==> src/rtl/cache_arbiter_if.sv <==
// Bundle of the I-cache, D-cache and main-memory pmem signals seen by the arbiter.
// slave is the arbiter's view; master is the caches-plus-memory side.
interface cache_arbiter_if #(
  parameter int unsigned ADDR_W = 32,
  parameter int unsigned LINE_W = 256
);
  logic              i_pmem_read;
  logic [ADDR_W-1:0] i_pmem_address;
  logic [LINE_W-1:0] i_pmem_rdata;
  logic              i_pmem_resp;

  logic              d_pmem_read;
  logic              d_pmem_write;
  logic [ADDR_W-1:0] d_pmem_address;
  logic [LINE_W-1:0] d_pmem_wdata;
  logic [LINE_W-1:0] d_pmem_rdata;
  logic              d_pmem_resp;

  logic              pmem_read;
  logic              pmem_write;
  logic [ADDR_W-1:0] pmem_address;
  logic [LINE_W-1:0] pmem_wdata;
  logic [LINE_W-1:0] pmem_rdata;
  logic              pmem_resp;

  modport slave (
    input  i_pmem_read, i_pmem_address,
    output i_pmem_rdata, i_pmem_resp,
    input  d_pmem_read, d_pmem_write, d_pmem_address, d_pmem_wdata,
    output d_pmem_rdata, d_pmem_resp,
    output pmem_read, pmem_write, pmem_address, pmem_wdata,
    input  pmem_rdata, pmem_resp
  );

  modport master (
    output i_pmem_read, i_pmem_address,
    input  i_pmem_rdata, i_pmem_resp,
    output d_pmem_read, d_pmem_write, d_pmem_address, d_pmem_wdata,
    input  d_pmem_rdata, d_pmem_resp,
    input  pmem_read, pmem_write, pmem_address, pmem_wdata,
    output pmem_rdata, pmem_resp
  );
endinterface

==> src/rtl/cache_arbiter.sv <==
// Round-robin arbiter sharing one physical-memory port between I-cache and D-cache,
// holding the granted command stable and counting completed grants per requester.
module cache_arbiter #(
  parameter int unsigned ADDR_W = 32,
  parameter int unsigned LINE_W = 256,
  parameter int unsigned CNT_W  = 16
) (
  input  logic             clk,
  input  logic             rst,
  cache_arbiter_if.slave   bus,
  output logic             busy,
  output logic [CNT_W-1:0] i_grant_cnt,
  output logic [CNT_W-1:0] d_grant_cnt
);

  typedef enum logic [1:0] {
    IDLE    = 2'd0,
    SERVE_I = 2'd1,
    SERVE_D = 2'd2
  } state_e;

  typedef struct packed {
    logic              read;
    logic              write;
    logic [ADDR_W-1:0] addr;
    logic [LINE_W-1:0] wdata;
  } cmd_t;

  state_e           state_q, state_d;
  cmd_t             cmd_q, cmd_d;
  logic             last_d_q, last_d_d;
  logic             busy_q, busy_d;
  logic [CNT_W-1:0] i_cnt_q, i_cnt_d;
  logic [CNT_W-1:0] d_cnt_q, d_cnt_d;

  logic i_req, d_req, pick_d;

  function automatic logic [CNT_W-1:0] sat_inc(input logic [CNT_W-1:0] v);
    return (&v) ? v : v + CNT_W'(1);
  endfunction

  // On a tie the requester that did not win last time is chosen.
  assign i_req  = bus.i_pmem_read;
  assign d_req  = bus.d_pmem_read | bus.d_pmem_write;
  assign pick_d = d_req & (~i_req | ~last_d_q);

  always_comb begin
    state_d  = state_q;
    cmd_d    = cmd_q;
    last_d_d = last_d_q;
    i_cnt_d  = i_cnt_q;
    d_cnt_d  = d_cnt_q;

    case (state_q)
      IDLE: begin
        if (pick_d) begin
          state_d     = SERVE_D;
          cmd_d.write = bus.d_pmem_write;
          cmd_d.read  = bus.d_pmem_read & ~bus.d_pmem_write;
          cmd_d.addr  = bus.d_pmem_address;
          cmd_d.wdata = bus.d_pmem_wdata;
        end else if (i_req) begin
          state_d     = SERVE_I;
          cmd_d.write = 1'b0;
          cmd_d.read  = 1'b1;
          cmd_d.addr  = bus.i_pmem_address;
          cmd_d.wdata = '0;
        end
      end
      SERVE_I: begin
        if (bus.pmem_resp) begin
          state_d     = IDLE;
          cmd_d.read  = 1'b0;
          cmd_d.write = 1'b0;
          last_d_d    = 1'b0;
          i_cnt_d     = sat_inc(i_cnt_q);
        end
      end
      SERVE_D: begin
        if (bus.pmem_resp) begin
          state_d     = IDLE;
          cmd_d.read  = 1'b0;
          cmd_d.write = 1'b0;
          last_d_d    = 1'b1;
          d_cnt_d     = sat_inc(d_cnt_q);
        end
      end
      default: begin
        state_d     = IDLE;
        cmd_d.read  = 1'b0;
        cmd_d.write = 1'b0;
      end
    endcase

    busy_d = (state_d != IDLE);
  end

  // Synchronous reset; last_d_q=0 means I won last, so D takes the first tie.
  always_ff @(posedge clk) begin
    if (rst) begin
      state_q  <= IDLE;
      cmd_q    <= '0;
      last_d_q <= 1'b0;
      busy_q   <= 1'b0;
      i_cnt_q  <= '0;
      d_cnt_q  <= '0;
    end else begin
      state_q  <= state_d;
      cmd_q    <= cmd_d;
      last_d_q <= last_d_d;
      busy_q   <= busy_d;
      i_cnt_q  <= i_cnt_d;
      d_cnt_q  <= d_cnt_d;
    end
  end

  assign bus.pmem_read    = cmd_q.read;
  assign bus.pmem_write   = cmd_q.write;
  assign bus.pmem_address = cmd_q.addr;
  assign bus.pmem_wdata   = cmd_q.wdata;

  // Data fans out to both caches; only the owner sees resp, and never during reset.
  assign bus.i_pmem_rdata = bus.pmem_rdata;
  assign bus.d_pmem_rdata = bus.pmem_rdata;
  assign bus.i_pmem_resp  = (state_q == SERVE_I) & bus.pmem_resp & ~rst;
  assign bus.d_pmem_resp  = (state_q == SERVE_D) & bus.pmem_resp & ~rst;

  assign busy        = busy_q;
  assign i_grant_cnt = i_cnt_q;
  assign d_grant_cnt = d_cnt_q;

endmodule
==> src/flat_wrapper.sv <==
// flat-port wrapper written by rule: the top's interface ports become plain ports
module cache_arbiter_flat 
#(
  parameter int unsigned ADDR_W = 32,
  parameter int unsigned LINE_W = 256,
  parameter int unsigned CNT_W  = 16
)
  (clk, rst, busy, i_grant_cnt, d_grant_cnt, bus_i_pmem_read, bus_i_pmem_address, bus_i_pmem_rdata, bus_i_pmem_resp, bus_d_pmem_read, bus_d_pmem_write, bus_d_pmem_address, bus_d_pmem_wdata, bus_d_pmem_rdata, bus_d_pmem_resp, bus_pmem_read, bus_pmem_write, bus_pmem_address, bus_pmem_wdata, bus_pmem_rdata, bus_pmem_resp);
  cache_arbiter_if #(.ADDR_W(ADDR_W), .LINE_W(LINE_W)) bus_i ();
  input  logic clk;
  input  logic rst;
  output logic busy;
  output logic [CNT_W-1:0] i_grant_cnt;
  output logic [CNT_W-1:0] d_grant_cnt;
  input wire logic [$bits(bus_i.i_pmem_read)-1:0] bus_i_pmem_read;
  input wire logic [$bits(bus_i.i_pmem_address)-1:0] bus_i_pmem_address;
  output wire logic [$bits(bus_i.i_pmem_rdata)-1:0] bus_i_pmem_rdata;
  output wire logic [$bits(bus_i.i_pmem_resp)-1:0] bus_i_pmem_resp;
  input wire logic [$bits(bus_i.d_pmem_read)-1:0] bus_d_pmem_read;
  input wire logic [$bits(bus_i.d_pmem_write)-1:0] bus_d_pmem_write;
  input wire logic [$bits(bus_i.d_pmem_address)-1:0] bus_d_pmem_address;
  input wire logic [$bits(bus_i.d_pmem_wdata)-1:0] bus_d_pmem_wdata;
  output wire logic [$bits(bus_i.d_pmem_rdata)-1:0] bus_d_pmem_rdata;
  output wire logic [$bits(bus_i.d_pmem_resp)-1:0] bus_d_pmem_resp;
  output wire logic [$bits(bus_i.pmem_read)-1:0] bus_pmem_read;
  output wire logic [$bits(bus_i.pmem_write)-1:0] bus_pmem_write;
  output wire logic [$bits(bus_i.pmem_address)-1:0] bus_pmem_address;
  output wire logic [$bits(bus_i.pmem_wdata)-1:0] bus_pmem_wdata;
  input wire logic [$bits(bus_i.pmem_rdata)-1:0] bus_pmem_rdata;
  input wire logic [$bits(bus_i.pmem_resp)-1:0] bus_pmem_resp;
  assign bus_i.i_pmem_read = bus_i_pmem_read;
  assign bus_i.i_pmem_address = bus_i_pmem_address;
  assign bus_i_pmem_rdata = bus_i.i_pmem_rdata;
  assign bus_i_pmem_resp = bus_i.i_pmem_resp;
  assign bus_i.d_pmem_read = bus_d_pmem_read;
  assign bus_i.d_pmem_write = bus_d_pmem_write;
  assign bus_i.d_pmem_address = bus_d_pmem_address;
  assign bus_i.d_pmem_wdata = bus_d_pmem_wdata;
  assign bus_d_pmem_rdata = bus_i.d_pmem_rdata;
  assign bus_d_pmem_resp = bus_i.d_pmem_resp;
  assign bus_pmem_read = bus_i.pmem_read;
  assign bus_pmem_write = bus_i.pmem_write;
  assign bus_pmem_address = bus_i.pmem_address;
  assign bus_pmem_wdata = bus_i.pmem_wdata;
  assign bus_i.pmem_rdata = bus_pmem_rdata;
  assign bus_i.pmem_resp = bus_pmem_resp;
  cache_arbiter #(.ADDR_W(ADDR_W), .LINE_W(LINE_W), .CNT_W(CNT_W)) u_core (.clk(clk), .rst(rst), .bus(bus_i), .busy(busy), .i_grant_cnt(i_grant_cnt), .d_grant_cnt(d_grant_cnt));
endmodule
==> config.mk <==
export PLATFORM = sky130hd
export DESIGN_NAME = cache_arbiter_flat
export DESIGN_NICKNAME = d
export VERILOG_FILES = /design/src/rtl/cache_arbiter_if.sv /design/src/rtl/cache_arbiter.sv /design/src/flat_wrapper.sv
export SDC_FILE = /design/constraint.sdc
export NUM_CORES = 1
export LEC_CHECK = 0
export CAP_MARGIN = 20
export CORE_AREA = 2 2 559 561
export DETAILED_ROUTE_END_ITERATION = 7
export DIE_AREA = 0 0 561 563
export GPL_ROUTABILITY_DRIVEN = 0
export SKIP_CTS_REPAIR_TIMING = 1
export SLEW_MARGIN = 20
export SYNTH_ARGS = -nofsm -noshare
export SYNTH_HDL_FRONTEND = slang
export SYNTH_SLANG_ARGS = --single-unit
==> constraint.sdc <==
create_clock -name clk -period 1.9 [get_ports clk]
set_clock_uncertainty 0.2 [all_clocks]
set_input_delay 0.38 -clock clk [delete_from_list [all_inputs] [get_ports clk]]
set_output_delay 0.38 -clock clk [all_outputs]
set_load 0.01 [all_outputs]
==> qor.csv <==
stage;metric;value;unit
sta;finalSetupViolCount;245;
synth;synth_cell_types;48;
setup_path;startpoint_type;register;
synth;synth-edff-count;0;
floorplan;die_area;315800;um2
setup_path;required;1320;ps
detailed_routing;vias;14460;
synth;syn_area_per_cell;8.749;um2
detailed_routing;top_layer;met5;
power_and_ir_drop;netSwitchingFraction;0.3431;
synth;postSynth.asyncResetShare;0;
clock_network;numCtsBuffers;46;
detailed_routing;vias_per_cell;2.342;
floorplan;die_h;563;um
layout;drive_gt1_frac;0.3036;
place;hpwl;192500;um
synth;syn-num-nets;2368;
outcome;violations;setup timing;
detailed_routing;drt-met1-wl;43360;um
global_routing;grt_pass1_wl;242600;um
clock_network;cts_tree;built;
synth;ys_warn_count;0;
place;io_buffer_count;650;
clock_network;cts_root_buf;clkbuf_16;
setup_path;rr_startpoint;u_core.state_q[1]$_SDFF_PP0_;
sta;final_max_slew_viol_count;0;
detailed_routing;wl_per_cell;34.72;um
clock_network;clock_sinks;326;
clock_network;cts.clk_slew.worst_paths;60;ps
global_routing;antenna_found_initial;98;
floorplan;rows;205;
job;max_cap_viol_count;0;
clock_network;htreeDepth;2;
synth;ys.flop_type;dfxtp_1;
detailed_routing;drc;0;
floorplan;core;310400;um2
sta;worst_pin_slew;537.1;ps
floorplan;die_w;561;um
setup_path;path_max_fanout;3;
global_routing;grt_usage;0.1290;
sta;rsz0062_at_grt;true;
outcome;status;finished with violations;
sta;finalHoldViolations;0;
layout;layout.nets;2573;
detailed_routing;drt_iter0_markers;816;
setup_path;r2r_cells;8;
worst_hold_path;hp-class;in2reg;
power_and_ir_drop;power;23.50;mW
clock_network;insertion_delay;700;ps
power_and_ir_drop;p_switching;8.063;mW
detailed_routing;drtAntennaViolNets;0;
sta;layout_setup_ws;-514.1;ps
power_and_ir_drop;peakVddDrop;0.8736;mV
detailed_routing;wl;214300;um
synth;synthCells;1780;
setup_path;worstSetupEndpoint;bus_d_pmem_resp;
setup_path;critPathLaunch;u_core.state_q[1]$_SDFF_PP0_;
detailed_routing;route.met2.wl;86700;um
layout;final_util;0.08437;
sta;max_clock_freq;0.4142;GHz
power_and_ir_drop;internal-power;15.44;mW
detailed_routing;wl_met3;74760;um
clock_network;clock_tree.buffer_depth;3;
setup_path;end_kind;output pin;
setup_path;arrival;1830;ps
global_routing;overflow;0;
layout;syn_to_final_growth;68.14;%
sta;fin_crit;2414;ps
power_and_ir_drop;p_comb_frac;0.254;
power_and_ir_drop;clockPowerShare;0.410;
synth;netlist_area;15570;um2
synth;seq_area_frac_synth;0.4191;
power_and_ir_drop;power.leakage;9.663;nW
power_and_ir_drop;p_seq_frac;0.336;
global_routing;grt_pass1_vias;13780;
sta;fin_hold_ws;37.78;ps
floorplan;start_util;0.05018;
sta;slew-limit-headroom;0.6420;
detailed_routing;dr.pass1.iters;5;
setup_path;worstSetupPathType;reg2out;
power_and_ir_drop;pwr_density_cell;897.6;nW/um2
floorplan;pin_count;1419;
sta;finalCritPeriodShare;1.271;
global_routing;grt_max_degree;82;
setup_path;reg2reg_slack;-160;ps
synth;ys_seq_elements;326;
setup_path;r2r_end;u_core.i_grant_cnt[9]$_SDFFE_PP0P_;
routing by layer:
| layer | global-route usage | up-vias |
|---|---|---|
| met5 | 0.006627 | - |
| met4 | 0.04693 | 14 |
| met3 | 0.2139 | 429 |
| met2 | 0.1844 | 1677 |
| met1 | 0.07302 | 6341 |
| li1 | - | 5994 |
synthesized netlist by cell type (8+ instances only):
library cell	n	area share
a21oi_1	19	0.0061
a22oi_1	257	0.12
a311oi_1	32	0.018
buf_2	44	0.014
buf_4	513	0.25
clkbuf_1	63	0.015
dfxtp_1	326	0.42
nand2_1	80	0.019
nand3_1	9	0.0029
nand4_1	9	0.0036
nor2_1	312	0.075
nor2b_1	8	0.0032
o21ai_0	10	0.0032
o31ai_1	8	0.0039
worst max-delay path, stage by stage (launching register included):
cell and delay [ps]:
dfxtp_2 340, buf_6 110, ha_4 150, nand2_2 60
buf_6 140, nor2_4 160, buf_12 150
layout by cell type (no fill, tap or decap), types with 17 or more instances in the layout:
| master | instances |
|---|---|
| dfxtp_2 | 32 |
| a22oi_1 | 222 |
| dfxtp_1 | 280 |
| diode_2 | 17 |
| nor2_1 | 308 |
| clkbuf_16 | 48 |
| a22oi_2 | 35 |
| buf_6 | 62 |
| a311oi_1 | 32 |
| buf_4 | 270 |
| buf_12 | 29 |
| dlymetal6s2s_1 | 55 |
| clkdlybuf4s50_1 | 324 |
| nand2_1 | 79 |
sequential cells by signal (all words and copies together) (netlist names):
name,count
u_core.state_q,2
u_core.bus.pmem_read,1
u_core.busy,1
u_core.d_grant_cnt,16
u_core.bus.pmem_address,32
u_core.bus.pmem_write,1
u_core.last_d_q,1
u_core.bus.pmem_wdata,256
u_core.i_grant_cnt,16
power groups by stage:
stage | clock network, mW | registers (mW) | logic [mW]
finish | 9.64 | 7.90 | 5.96
global route | 10.2 | 7.97 | 6.57
CTS | 10.0 | 7.90 | 5.91
detailed placement | 0 | 8.02 | 5.88
global placement | 0 | 8.01 | 5.90
floorplan | 0 | 8.18 | 2.71
stage by stage:
| step | TNS, ps | instance area (um2) | worst slack, ps | instances |
|---|---|---|---|---|
| after CTS | -96360 | 25360 | -925.9 | 6135 |
| final | -8549 | 26180 | -514.1 | 6173 |
| after detailed placement | -207560 | 23770 | -748.5 | 6056 |
| after global placement | -208810 | 23770 | -752.1 | 6056 |
| after floorplan | -140.8 | 15670 | -6.829 | 1780 |
| after global routing | -41880 | 26160 | -650.2 | 6163 |
worst min-delay path by stage:
stage	from	to	slack, ps	cells past startpoint
finish	rst	u_core.bus.pmem_read$_SDFFE_PP0P_	40	3
global route	bus_d_pmem_address[31]	u_core.bus.pmem_address[31]$_SDFFE_PP0P_	10	3
CTS	rst	u_core.state_q[1]$_SDFF_PP0_	-160	3
detailed placement	u_core.bus.pmem_write$_SDFFE_PP0P_	u_core.bus.pmem_write$_SDFFE_PP0P_	280	2
global placement	u_core.bus.pmem_wdata[46]$_SDFFE_PP0P_	u_core.bus.pmem_wdata[46]$_SDFFE_PP0P_	280	2
floorplan	u_core.last_d_q$_SDFFE_PP0P_	u_core.last_d_q$_SDFFE_PP0P_	260	2
cell families (layout without fill, tap and decap cells):
group / count (synthesis) / count (layout) / synth area share
adder cells (fa/ha/maj): 6 / 6 / 0.004821
XOR/XNOR: 2 / 2 / 0.001125
flip-flops: 326 / 326 / 0.4191
multiplexers: 9 / 9 / 0.006348
other: 0 / 17 / 0
AND/OR/NAND/NOR: 462 / 462 / 0.1241
buffers and inverters: 630 / 866 / 0.2800
AO/OA/AOI/OAI: 345 / 345 / 0.1645
cell type report:
type,instances,area [um2]
fill,36260,284200
timing repair buffer,780,7557
sequential,326,6619
tap,4140,5180
multi-input combinational,824,5170
clock buffer,59,1260
clock inverter,20,329.1
antenna,17,42.54
inverter,7,26.28
No activity file was read; power rests on OpenSTA's default activity.
